==> src/rtl/rom_port_arbiter_pkg.sv <==
// rom_port_arbiter_pkg: state encodings, default ROM timing and sizing helpers
package rom_port_arbiter_pkg;
  localparam logic [2:0] IDLE = 3'd0;
  localparam logic [2:0] SETUP = 3'd1;
  localparam logic [2:0] ACCESS = 3'd2;
  localparam logic [2:0] HOLD = 3'd3;
  localparam logic [2:0] DONE = 3'd4;
  localparam int DEF_SETUP_CYC = 3;
  localparam int DEF_ACCESS_CYC = 3;
  localparam int DEF_HOLD_CYC = 3;
  function automatic int max3(input int a, input int b, input int c);
    return (a > b) ? ((a > c) ? a : c) : ((b > c) ? b : c);
  endfunction
  function automatic int cnt_w(input int m);
    return (m <= 2) ? 1 : $clog2(m);
  endfunction
endpackage

==> src/rtl/rom_arb_timer.sv <==
// rom_arb_timer: loadable down-counter that flags when it has reached zero
module rom_arb_timer #(
  parameter int W = 2
) (
  input  logic         clk,
  input  logic         reset,
  input  logic         load,
  input  logic [W-1:0] load_val,
  output logic         done
);
  logic [W-1:0] cnt;
  always_ff @(posedge clk) begin
    if (reset) cnt <= '0;
    else if (load) cnt <= load_val;
    else if (cnt != '0) cnt <= cnt - 1'b1;
  end
  assign done = (cnt == '0);
endmodule

==> src/rtl/rom_port_arbiter.sv <==
// rom_port_arbiter: round-robin sharing of the dual-address ROM between two cores
module rom_port_arbiter
  import rom_port_arbiter_pkg::*;
#(
  parameter int ADDR_W = 54,
  parameter int DATA_W = 128,
  parameter int SETUP_CYC = DEF_SETUP_CYC,
  parameter int ACCESS_CYC = DEF_ACCESS_CYC,
  parameter int HOLD_CYC = DEF_HOLD_CYC
) (
  input  logic              clk,
  input  logic              reset,
  input  logic              req0,
  input  logic [ADDR_W-1:0] addr0,
  output logic              ack0,
  output logic [DATA_W-1:0] rdata0,
  input  logic              req1,
  input  logic [ADDR_W-1:0] addr1,
  output logic              ack1,
  output logic [DATA_W-1:0] rdata1,
  output logic [ADDR_W-1:0] rom_addr,
  output logic [ADDR_W-1:0] rom_addr2,
  output logic              rom_notOE,
  output logic              rom_notOE2,
  output logic              rom_notCE,
  input  logic [DATA_W-1:0] rom_data,
  output logic              busy
);
  localparam int TW = cnt_w(max3(SETUP_CYC, ACCESS_CYC, HOLD_CYC));
  logic [2:0] state, nxt;
  logic sel, last_grant, grant1, win, load, tdone;
  logic [TW-1:0] load_val;
  rom_arb_timer #(.W(TW)) u_timer (
    .clk(clk),
    .reset(reset),
    .load(load),
    .load_val(load_val),
    .done(tdone)
  );
  // On contention the core that did not win last time is granted
  assign grant1 = req1 && (!req0 || !last_grant);
  assign win = req0 || req1;
  always_comb begin
    nxt = (state == IDLE) ? (win ? SETUP : IDLE) :
          (state == SETUP) ? (tdone ? ACCESS : SETUP) :
          (state == ACCESS) ? (tdone ? HOLD : ACCESS) :
          (state == HOLD) ? (tdone ? DONE : HOLD) : IDLE;
    load = (nxt != state);
    load_val = (nxt == SETUP) ? TW'(SETUP_CYC - 1) :
               (nxt == ACCESS) ? TW'(ACCESS_CYC - 1) : TW'(HOLD_CYC - 1);
  end
  always_ff @(posedge clk) begin
    if (reset) begin
      state <= IDLE;
      sel <= 1'b0;
      last_grant <= 1'b1;
      busy <= 1'b0;
      ack0 <= 1'b0;
      ack1 <= 1'b0;
      rdata0 <= '0;
      rdata1 <= '0;
      rom_addr <= '0;
      rom_addr2 <= '0;
      rom_notOE <= 1'b1;
      rom_notOE2 <= 1'b1;
      rom_notCE <= 1'b1;
    end else begin
      state <= nxt;
      busy <= (nxt != IDLE);
      ack0 <= (state == HOLD) && tdone && !sel;
      ack1 <= (state == HOLD) && tdone && sel;
      if (state == IDLE && win) begin
        sel <= grant1;
        last_grant <= grant1;
        if (grant1) begin
          rom_addr2 <= addr1;
          rom_notOE2 <= 1'b0;
        end else begin
          rom_addr <= addr0;
          rom_notOE <= 1'b0;
        end
      end
      if (state == SETUP && tdone) rom_notCE <= 1'b0;
      if (state == ACCESS && tdone) begin
        rom_notCE <= 1'b1;
        if (sel) rdata1 <= rom_data;
        else rdata0 <= rom_data;
      end
      if (state == HOLD && tdone) begin
        rom_notOE <= 1'b1;
        rom_notOE2 <= 1'b1;
      end
    end
  end
endmodule

==> config.mk <==
export PLATFORM = sky130hd
export DESIGN_NAME = rom_port_arbiter
export DESIGN_NICKNAME = d
export VERILOG_FILES = /design/src/rtl/rom_port_arbiter_pkg.sv /design/src/rtl/rom_arb_timer.sv /design/src/rtl/rom_port_arbiter.sv
export SDC_FILE = /design/constraint.sdc
export NUM_CORES = 1
export LEC_CHECK = 0
export ABC_CLOCK_PERIOD_IN_PS = 2100
export CAP_MARGIN = 25
export CORE_AREA = 2 2 237 239
export CTS_CLUSTER_SIZE = 30
export DETAILED_ROUTE_END_ITERATION = 7
export DIE_AREA = 0 0 239 241
export PLACE_DENSITY = 0.65
export RECOVER_POWER = 25
export SYNTH_ARGS = -nofsm -noshare
export SYNTH_HDL_FRONTEND = slang
export SYNTH_SLANG_ARGS = --single-unit
==> constraint.sdc <==
create_clock -name clk -period 2.1 [get_ports clk]
set_input_delay 0.42 -clock clk [delete_from_list [all_inputs] [get_ports clk]]
set_output_delay 0.42 -clock clk [all_outputs]
set_load 0.02 [all_outputs]
## After elaboration in Yosys (flattened, before gate mapping)

Index checks and enable logic that the tools add are counted.

| storage, ports and cells | value |
|---|---|
| register bits after elaboration | 377 |
| latch bits | 0 |
| memory bits (writable) | 0 |
| ROM bits | 0 |
| logic and storage cells | 56 |
| memories kept | 0 |

| cells by class | value |
|---|---|
| $add $sub $neg | 1 |
| multipliers | 0 |
| divide/modulo/power cells | 0 |
| magnitude comparators | 0 |
| equal/unequal tests | 4 |
| shift-type cells | 0 |
| muxes and demuxes | 10 |
| bitwise gates (word level) | 2 |
| reductions and logical operators | 24 |

Operators by type and width:

| kind | number |
|---|---|
| two-way mux 3 bit | 5 |
| AND reduction 2 bit | 4 |
| logical AND 1 bit | 7 |
| == test 3 x 2 -> 1 bit, second input constant | 2 |
| two-way mux 2 bit | 3 |
| OR reduction 2 bit | 3 |
| nonzero test 2 bit | 2 |
| == test 3 x 1 -> 1 bit, second input constant | 1 |
| logical NOT 1 bit | 3 |
| logical NOT 3 bit | 1 |
| inequality test 3 bit | 1 |
| nonzero test 3 bit | 1 |
| logical NOT 2 bit | 1 |
| logical OR 1 bit | 2 |
| two-way mux 1 bit | 2 |
| inverter 1 bit | 2 |
| subtractor 2 x 1 -> 2 bit, second input constant | 1 |

## Logic depth before layout (Yosys ltp)

Gate-level depths: netlist (run 1).

| depth | value |
|---|---|
| word-level depth | 8 |
| mapped depth | 6 |
| depth with buffers taken out | 3 |

## By module

A second synthesis (run 1) with hierarchy kept.

| second synthesis, totals | value |
|---|---|
| cell total of the unflattened synthesis | 1521 |
| area, all modules | 14547.7 µm² |

By module, submodules not included:

| module | instances | cells each | area each (µm²) | sequential area each (µm²) |
|---|---|---|---|---|
| rom_port_arbiter | 1 | 1509 | 14426.3 | 7507.2 |
| rom_arb_timer | 1 | 12 | 121.4 | 40.0 |

## Least setup slack after synthesis (run 1)

Ideal clock, no wire load.

| path | value |
|---|---|
| kind | reg2reg |
| start point | reg u_timer.cnt[1] |
| end point | reg rdata0[23] |
| library setup time | 72 ps |
| arrival | 1448 ps |
| required time | 2028 ps |
| path slack | 581 ps |
| cell stages (with the launch flop) | 7 |
| cells stage by stage | dfxtp_1 -> nor4_4 -> and3b_1 -> buf_4 -> buf_8 -> buf_12 -> mux2i_1 |

| on the way | value |
|---|---|
| word-level cells in the longest chain between the ends | 3 |

Ends and longest elaborated chain:

| item | RTL line | source |
|---|---|---|
| start: declaration | rom_arb_timer.sv:11 | `logic [W-1:0] cnt;` |
| start signal: assignment | rom_arb_timer.sv:14 | `else if (load) cnt <= load_val;` |
| start signal: assignment | rom_arb_timer.sv:15 | `else if (cnt != '0) cnt <= cnt - 1'b1;` |
| logical NOT 2 bit | rom_arb_timer.sv:17 | `assign done = (cnt == '0);` |
| logical AND 1 bit | rom_port_arbiter.sv:84 | `if (state == ACCESS && tdone) begin` |
| AND reduction 2 bit (no line) | n/a |  |
| end signal: assignment | rom_port_arbiter.sv:87 | `else rdata0 <= rom_data;` |
| end: declaration | rom_port_arbiter.sv:16 | `output logic [DATA_W-1:0] rdata0,` |

No other way between the ends.
A chain may end at the register's enable or synchronous reset.

## Final worst setup path (run 1)

| path | value |
|---|---|
| start point | reg rdata0[82] |
| end point | out rdata0[82] |

No word-level cell between the ends.

==> impl_metrics.env, run 1 <==
export IMPL_critPathMaxFanout=2
export IMPL_route_final_wire_length_um=49230
export IMPL_drive_gt1_share_pct=5.021
export IMPL_cts_tree="built"
export IMPL_ys_seq_area_share_pct=47.48
export IMPL_regArea_sq_um=7547
export IMPL_fin_util_pct=43.91
export IMPL_crit_slowest_cell="clkdlybuf4s50_1"
export IMPL_globalRouteMet1Util_pct=18.71
export IMPL_synth_flop_cell="dfxtp_1"
export IMPL_worstSetupPathType="register to primary output"
export IMPL_root_buffer="clkbuf_16"
export IMPL_synth_edf_count=0
export IMPL_final_period_utilization_pct=97.01
export IMPL_syn_area_sq_um=15900
export IMPL_regToRegEndpoint="rom_addr2[6]"
export IMPL_path_depth=1
export IMPL_crit_path_max_incr_delay_ns=0.72
export IMPL_critPathTopFamily="buffers and inverters"
export IMPL_p_total_mw=20.11
export IMPL_grt_usage_pct=16.13
export IMPL_status="complete, no violations"
export IMPL_setup_viol=0
export IMPL_cts_made_buffers=44
export IMPL_antenna_found_initial=6
export IMPL_drc=0
export IMPL_finalHoldViolations=0
export IMPL_reg2reg_slack_ns=0.18
export IMPL_path_cells="clkdlybuf4s50_1"
export IMPL_worstHoldPathType="input port to register"
export IMPL_postRouteAntennaNets=0
export IMPL_die_area_sq_um=57600
export IMPL_startpoint_type="register"
export IMPL_syn_num_nets=1737
export IMPL_vias=12300
export IMPL_p_int_mw=14.72
export IMPL_seqPwrFrac_pct=39.9
export IMPL_p_switching_mw=5.385
export IMPL_p_per_area_nw_per_um2=834.6
export IMPL_grt_busiest_layer="met2"
export IMPL_maxSlewHeadroom_pct=40.70
export IMPL_die_x_um=239
export IMPL_h_tree_depth=2
export IMPL_met2_usage_pct=28.59
export IMPL_maxSlewViolCount=0
export IMPL_drtIter0Drc=403
export IMPL_yosysWarnings=0
export IMPL_startpoint="rdata0[82]"
export IMPL_rsz0062_at_grt="no"
export IMPL_grt_pass1_wl_um=72910
export IMPL_drt_pre_antenna_iters=4
export IMPL_final_design_area_no_fill_sq_um=24100
export IMPL_multi_input_area_sq_um=7697
export IMPL_routabilityCongestion=0.8034
export IMPL_worstMarginPinSlew_ns=0.8894
export IMPL_fmax_mhz=490.9
export IMPL_max_cap_violations=0
export IMPL_irDropWorstVdd_mv=0.6370
export IMPL_clock_power_share_pct=39.6
export IMPL_coreArea_sq_um=54880
export IMPL_p_sw_share_pct=26.78
export IMPL_num_rows=86
export IMPL_layout_area_overhead_vs_synth_pct=51.59
export IMPL_endpoint="rdata0[82]"
export IMPL_ys_ff_latch=377
export IMPL_min_period_ns=2.037
export IMPL_postSynthCellCount=1497
export IMPL_yosysMostFrequentCell="nand2b_1"
export IMPL_met3_usage_pct=4.472
export IMPL_cts_buffer_depth=3
export IMPL_combPwrFrac_pct=20.5
export IMPL_yosysUniqueCellTypes=32
export IMPL_cts_sinks=377
export IMPL_holdBufCountCts=0
export IMPL_grt_pass1_vias=12390
export IMPL_ctsResizeCount=1
export IMPL_async_flop_share_pct=0
export IMPL_postCtsSetupBuffers=0
export IMPL_critPathCaptureType="primary output"
export IMPL_synth_area_leaders="dfxtp_1 47%, nand2b_1 24%, mux2i_1 23%"
export IMPL_place_area_sq_um=22690
export IMPL_crit_buf_inv=1
export IMPL_vias_per_cell=4.362
export IMPL_grt_overflow=0
export IMPL_wl_per_cell_um=17.46
export IMPL_hpwl_um=36420
export IMPL_clock_skew_ns=0.02268
export IMPL_synth_area_per_cell_sq_um=10.62
export IMPL_power_leakage_nw=9.272
export IMPL_ios=610
export IMPL_crit_required_ns=1.68
export IMPL_fin_setup_tns_ns=0
export IMPL_start_util_pct=28.96
export IMPL_timing_rr_start="state[2]"
export IMPL_cts_clk_slew_worst_paths_ns=0.06
export IMPL_synth_top_area_cell="dfxtp_1"
export IMPL_r2r_cells=5
export IMPL_cp_arrival_ns=1.62
export IMPL_num_nets_final=2318
export IMPL_n_fill_cell=5155
export IMPL_clk_latency_ns=0.56
export IMPL_io_buffers=609
export IMPL_die_h_um=241
export IMPL_grt_start_max_net_pins=102
export IMPL_yosys_top_cells_count="602 x nand2b_1, 377 x dfxtp_1, 364 x mux2i_1"
export IMPL_yosys_area_top_type_share_pct=47.48
power by group through the flow:
stage	clock [mW]	sequential, mW	combinational, mW
after floorplan	0	8.75	1.70
after global placement	0	8.15	4.17
after detailed placement	0	8.17	4.23
after CTS	8.24	8.03	4.24
after global routing	8.51	8.08	4.37
final	7.97	8.02	4.12
cells in the final DEF (no fill, tap or decap), types with 3 or more instances in the layout:
cell type | synthesis | final
o21ai_0 | 3 | 3
a21oi_1 | 4 | 4
bufinv_16 | 0 | 5
a211o_1 | 3 | 3
clkbuf_1 | 70 | 21
buf_4 | 16 | 14
nand2_1 | 4 | 4
clkinv_2 | 0 | 4
nor2_1 | 3 | 3
mux2i_1 | 364 | 364
clkdlybuf4s50_1 | 0 | 605
dfxtp_1 | 377 | 377
clkbuf_16 | 0 | 45
nand3_1 | 4 | 3
buf_6 | 10 | 3
diode_2 | 0 | 4
buf_12 | 6 | 8
clkbuf_8 | 0 | 10
nand2b_1 | 602 | 602
through the flow:
step	hold WS [ns]	cells	setup slack [ns]
2_1_floorplan	0.4494	1497	0.5808
3_3_place_gp	0.4577	2736	0.1925
3_5_place_dp	0.4600	2736	0.1453
4_1_cts	0.3338	2815	0.003340
5_1_grt	0.3422	2818	0.01364
6_report	0.3293	2819	0.06287
worst min-delay path by stage:
| stage | cells past startpoint | start | to | slack [ns] |
|---|---|---|---|---|
| 5_1_grt | 2 | reset | sel | 0.34 |
| 3_5_place_dp | 2 | rdata0[54] | rdata0[54] | 0.46 |
| 4_1_cts | 2 | reset | sel | 0.33 |
| 3_3_place_gp | 1 | rom_notOE | rom_notOE | 0.46 |
| 6_report | 2 | reset | sel | 0.33 |
| 2_1_floorplan | 1 | last_grant | last_grant | 0.45 |
state kept, by name, summed over array words and instances (netlist names):
register,cells
ack0,1
ack1,1
busy,1
last_grant,1
rdata0,128
rdata1,128
rom_addr,54
rom_addr2,54
rom_notCE,1
rom_notOE,1
rom_notOE2,1
sel,1
state,3
u_timer.cnt,2
cell families (layout without fill, tap and decap cells):
family                 count (synthesis)  in the layout  synth area share (%)
flip-flops                           377            377                 47.48
other                                  0              4                     0
AO/OA/AOI/OAI                         14             14                0.5826
buffers and inverters                113            727                 4.266
multiplexers                         364            364                 22.92
XOR/XNOR                               1              1               0.05511
AND/OR/NAND/NOR                      628            628                 24.69
routing by layer:
layer  vias up  part of all wire [%]
met5         -                 0.055
met4         4                   2.4
met3        76                   7.0
met2       368                    50
met1      5788                    40
li1       6060                     -
area by class of cell:
cell class	instances	area share, %
clock inverter	12	0.8152
sequential	377	31.32
timing repair buffer	646	26.76
clock buffer	67	5.432
tap	704	3.656
multi-input combinational	1007	31.95
antenna	4	0.04154
inverter	2	0.03116
(Power assumes the default switching activity.)
==> inputs of run 2 (changes only) <==
--- a/config.mk
+++ b/config.mk
@@ -8,9 +8,10 @@
 export ABC_CLOCK_PERIOD_IN_PS = 2100
 export CAP_MARGIN = 25
 export CORE_AREA = 2 2 237 239
-export CTS_CLUSTER_SIZE = 30
+export CTS_CLUSTER_SIZE = 28
 export DETAILED_ROUTE_END_ITERATION = 7
 export DIE_AREA = 0 0 239 241
+export GPL_TIMING_DRIVEN = 1
 export PLACE_DENSITY = 0.65
 export RECOVER_POWER = 25
 export SYNTH_ARGS = -nofsm -noshare
==> results of run 2 <==
Final layout, timing and power as in run 1 (identical DEF).
==> inputs of run 3 (changes only) <==
--- a/config.mk
+++ b/config.mk
@@ -5,14 +5,16 @@
 export SDC_FILE = /design/constraint.sdc
 export NUM_CORES = 1
 export LEC_CHECK = 0
-export ABC_CLOCK_PERIOD_IN_PS = 2100
+export ABC_CLOCK_PERIOD_IN_PS = 2500
 export CAP_MARGIN = 25
-export CORE_AREA = 2 2 237 239
+export CORE_AREA = 2 2 239 241
+export CTS_BUF_LIST = sky130_fd_sc_hd__clkbuf_2 sky130_fd_sc_hd__clkbuf_4 sky130_fd_sc_hd__clkbuf_8
 export CTS_CLUSTER_SIZE = 28
 export DETAILED_ROUTE_END_ITERATION = 7
-export DIE_AREA = 0 0 239 241
+export DIE_AREA = 0 0 241 243
 export GPL_TIMING_DRIVEN = 1
-export PLACE_DENSITY = 0.65
+export MAX_ROUTING_LAYER = met4
+export PLACE_DENSITY = 0.64
 export RECOVER_POWER = 25
 export SYNTH_ARGS = -nofsm -noshare
 export SYNTH_HDL_FRONTEND = slang
==> constraint.sdc (replaced) <==
create_clock -name clk -period 2.5 [get_ports clk]
set_input_delay 0.5 -clock clk [delete_from_list [all_inputs] [get_ports clk]]
set_output_delay 0.5 -clock clk [all_outputs]
set_load 0.02 [all_outputs]
==> run 3 against run 2 <==
- first-iteration DRC count down 11%
- clock-buffer cell count rose by 49
- wire length fell by 0.33%
==> impl_metrics.env, run 3 (same netlist as run 1, synthesis figures left out) <==
export IMPL_clock_power_share_pct=38.3
export IMPL_min_period_ns=2.251
export IMPL_status="complete, no violations"
export IMPL_multi_input_area_sq_um=7696
export IMPL_drc=0
export IMPL_maxSlewViolCount=0
export IMPL_timing_hold_ws_ns=0.4322
export IMPL_p_per_area_nw_per_um2=684.5
export IMPL_worstMarginPinSlew_ns=0.9845
export IMPL_num_nets_final=2337
export IMPL_p_switching_mw=4.613
export IMPL_start_util_pct=28.41
export IMPL_drt_pre_antenna_iters=4
export IMPL_cts_buffer_depth=3
export IMPL_grt_usage_pct=16.50
export IMPL_worstHoldPathType="input port to register"
export IMPL_vias=12340
export IMPL_drive_gt1_share_pct=7.399
export IMPL_layout_common_cells="608 x clkdlybuf4s50_1, 602 x nand2b_1, 377 x dfxtp_1"
export IMPL_holdBufCountCts=0
export IMPL_h_tree_depth=3
export IMPL_routabilityCongestion=0.8302
export IMPL_startpoint_type="register"
export IMPL_wl_per_cell_um=16.86
export IMPL_maxSlewHeadroom_pct=34.36
export IMPL_fmax_mhz=444.3
export IMPL_crit_required_ns=3.03
export IMPL_cts_made_buffers=71
export IMPL_postRouteAntennaNets=0
export IMPL_fin_util_pct=43.17
export IMPL_hpwl_um=35890
export IMPL_grt_pass1_vias=12900
export IMPL_finalHoldViolations=0
export IMPL_irDropWorstVdd_mv=0.4034
export IMPL_setup_viol=0
export IMPL_root_buffer="clkbuf_8"
export IMPL_final_period_utilization_pct=90.03
export IMPL_worstSetupPathType="register to register"
export IMPL_die_area_sq_um=58560
export IMPL_clk_latency_ns=0.64
export IMPL_antenna_found_initial=6
export IMPL_layout_area_overhead_vs_synth_pct=51.94
export IMPL_vias_per_cell=4.240
export IMPL_rsz0062_at_grt="no"
export IMPL_die_h_um=243
export IMPL_ios=610
export IMPL_route_final_wire_length_um=49070
export IMPL_max_cap_violations=0
export IMPL_p_total_mw=16.53
export IMPL_p_sw_share_pct=27.90
export IMPL_final_common_cell="clkdlybuf4s50_1"
export IMPL_fin_setup_tns_ns=0
export IMPL_critPathMaxFanout=10
export IMPL_clock_skew_ns=0.03901
export IMPL_cts_sinks=377
export IMPL_cts_clk_slew_worst_paths_ns=0.06
export IMPL_grt_start_max_net_pins=146
export IMPL_reg_top3="rdata0: 128 flops, rdata1: 128 flops"
export IMPL_io_buffers=609
export IMPL_n_fill_cell=5403
export IMPL_grt_overflow=0
export IMPL_regArea_sq_um=7547
export IMPL_drtIter0Drc=359
export IMPL_die_x_um=241
export IMPL_cts_tree="built"
export IMPL_num_rows=87
export IMPL_ctsResizeCount=0
export IMPL_coreArea_sq_um=55950
export IMPL_grt_pass1_wl_um=73390
export IMPL_cp_arrival_ns=2.78
export IMPL_p_int_mw=11.92
export IMPL_power_leakage_nw=9.314
export IMPL_combPwrFrac_pct=20.8
export IMPL_seqPwrFrac_pct=40.9
export IMPL_critPathCaptureType="register"
export IMPL_postCtsSetupBuffers=0
-- run 3: cell types whose count changed in the layout (fill, tap and decap cells not counted), moves of 2 or more --
cell             delta
clkbuf_4           +22
clkbuf_16          -45
buf_12              +2
clkdlybuf4s50_1     +3
buf_6               -3
bufinv_16           -5
clkinvlp_4          +2
diode_2             +2
buf_4               -2
clkbuf_8           +82
clkbuf_1           -17
-- run 3: critical path, cell delays in order, from the launching register on --
cell and delay (ns):
dfxtp_1 0.38, nor4_4 0.46, and3_1 0.69, clkbuf_2 0.41, mux2i_1 0.21
-- run 3: layout make-up --
class,count,share of cell area (%)
diodes,6,0.06217
clock buffers,116,5.989
clock inverters,9,0.3005
inverters,2,0.03108
multi-input cells,1007,31.87
flip-flops and latches,377,31.25
well taps,756,3.916
repair buffers,638,26.59
-- run 3: path summary, 6_finish.rpt --
check,startpoint,end,slack [ns],cells after the start
worst max-delay path,u_timer.cnt[1],rdata1[120],0.25,4
worst min-delay path,addr1[53],rom_addr2[53],0.43,3
worst max register to register,u_timer.cnt[1],rdata1[120],0.25,4
worst min register to register,rom_addr[22],rom_addr[22],0.47,2
-- run 3: through the flow --
step	instance area, sq um	worst slack (ns)	cells
2_1_floorplan	15900	0.9493	1497
3_3_place_gp	22650	0.5137	2780
3_5_place_dp	22650	0.4699	2780
4_1_cts	24170	0.1778	2905
5_1_grt	24150	0.1101	2911
6_report	24150	0.2493	2911
-- run 3: metal layers --
layer  track usage, %  routed length (um)  up-vias
li1                 -                   -     6103
met1            18.06               19920     5773
met2            27.49               23990      391
met3            5.140                3849       75
met4            6.972                1304        0
met5                -                   0        -
-- run 3: power by group through the flow --
stage	Combinational (mW)	Clock [mW]	Sequential [mW]
after floorplan	1.43	0	7.35
after global placement	3.45	0	6.86
after detailed placement	3.47	0	6.88
after CTS	3.49	6.60	6.76
after global routing	3.65	6.85	6.81
final	3.44	6.34	6.76
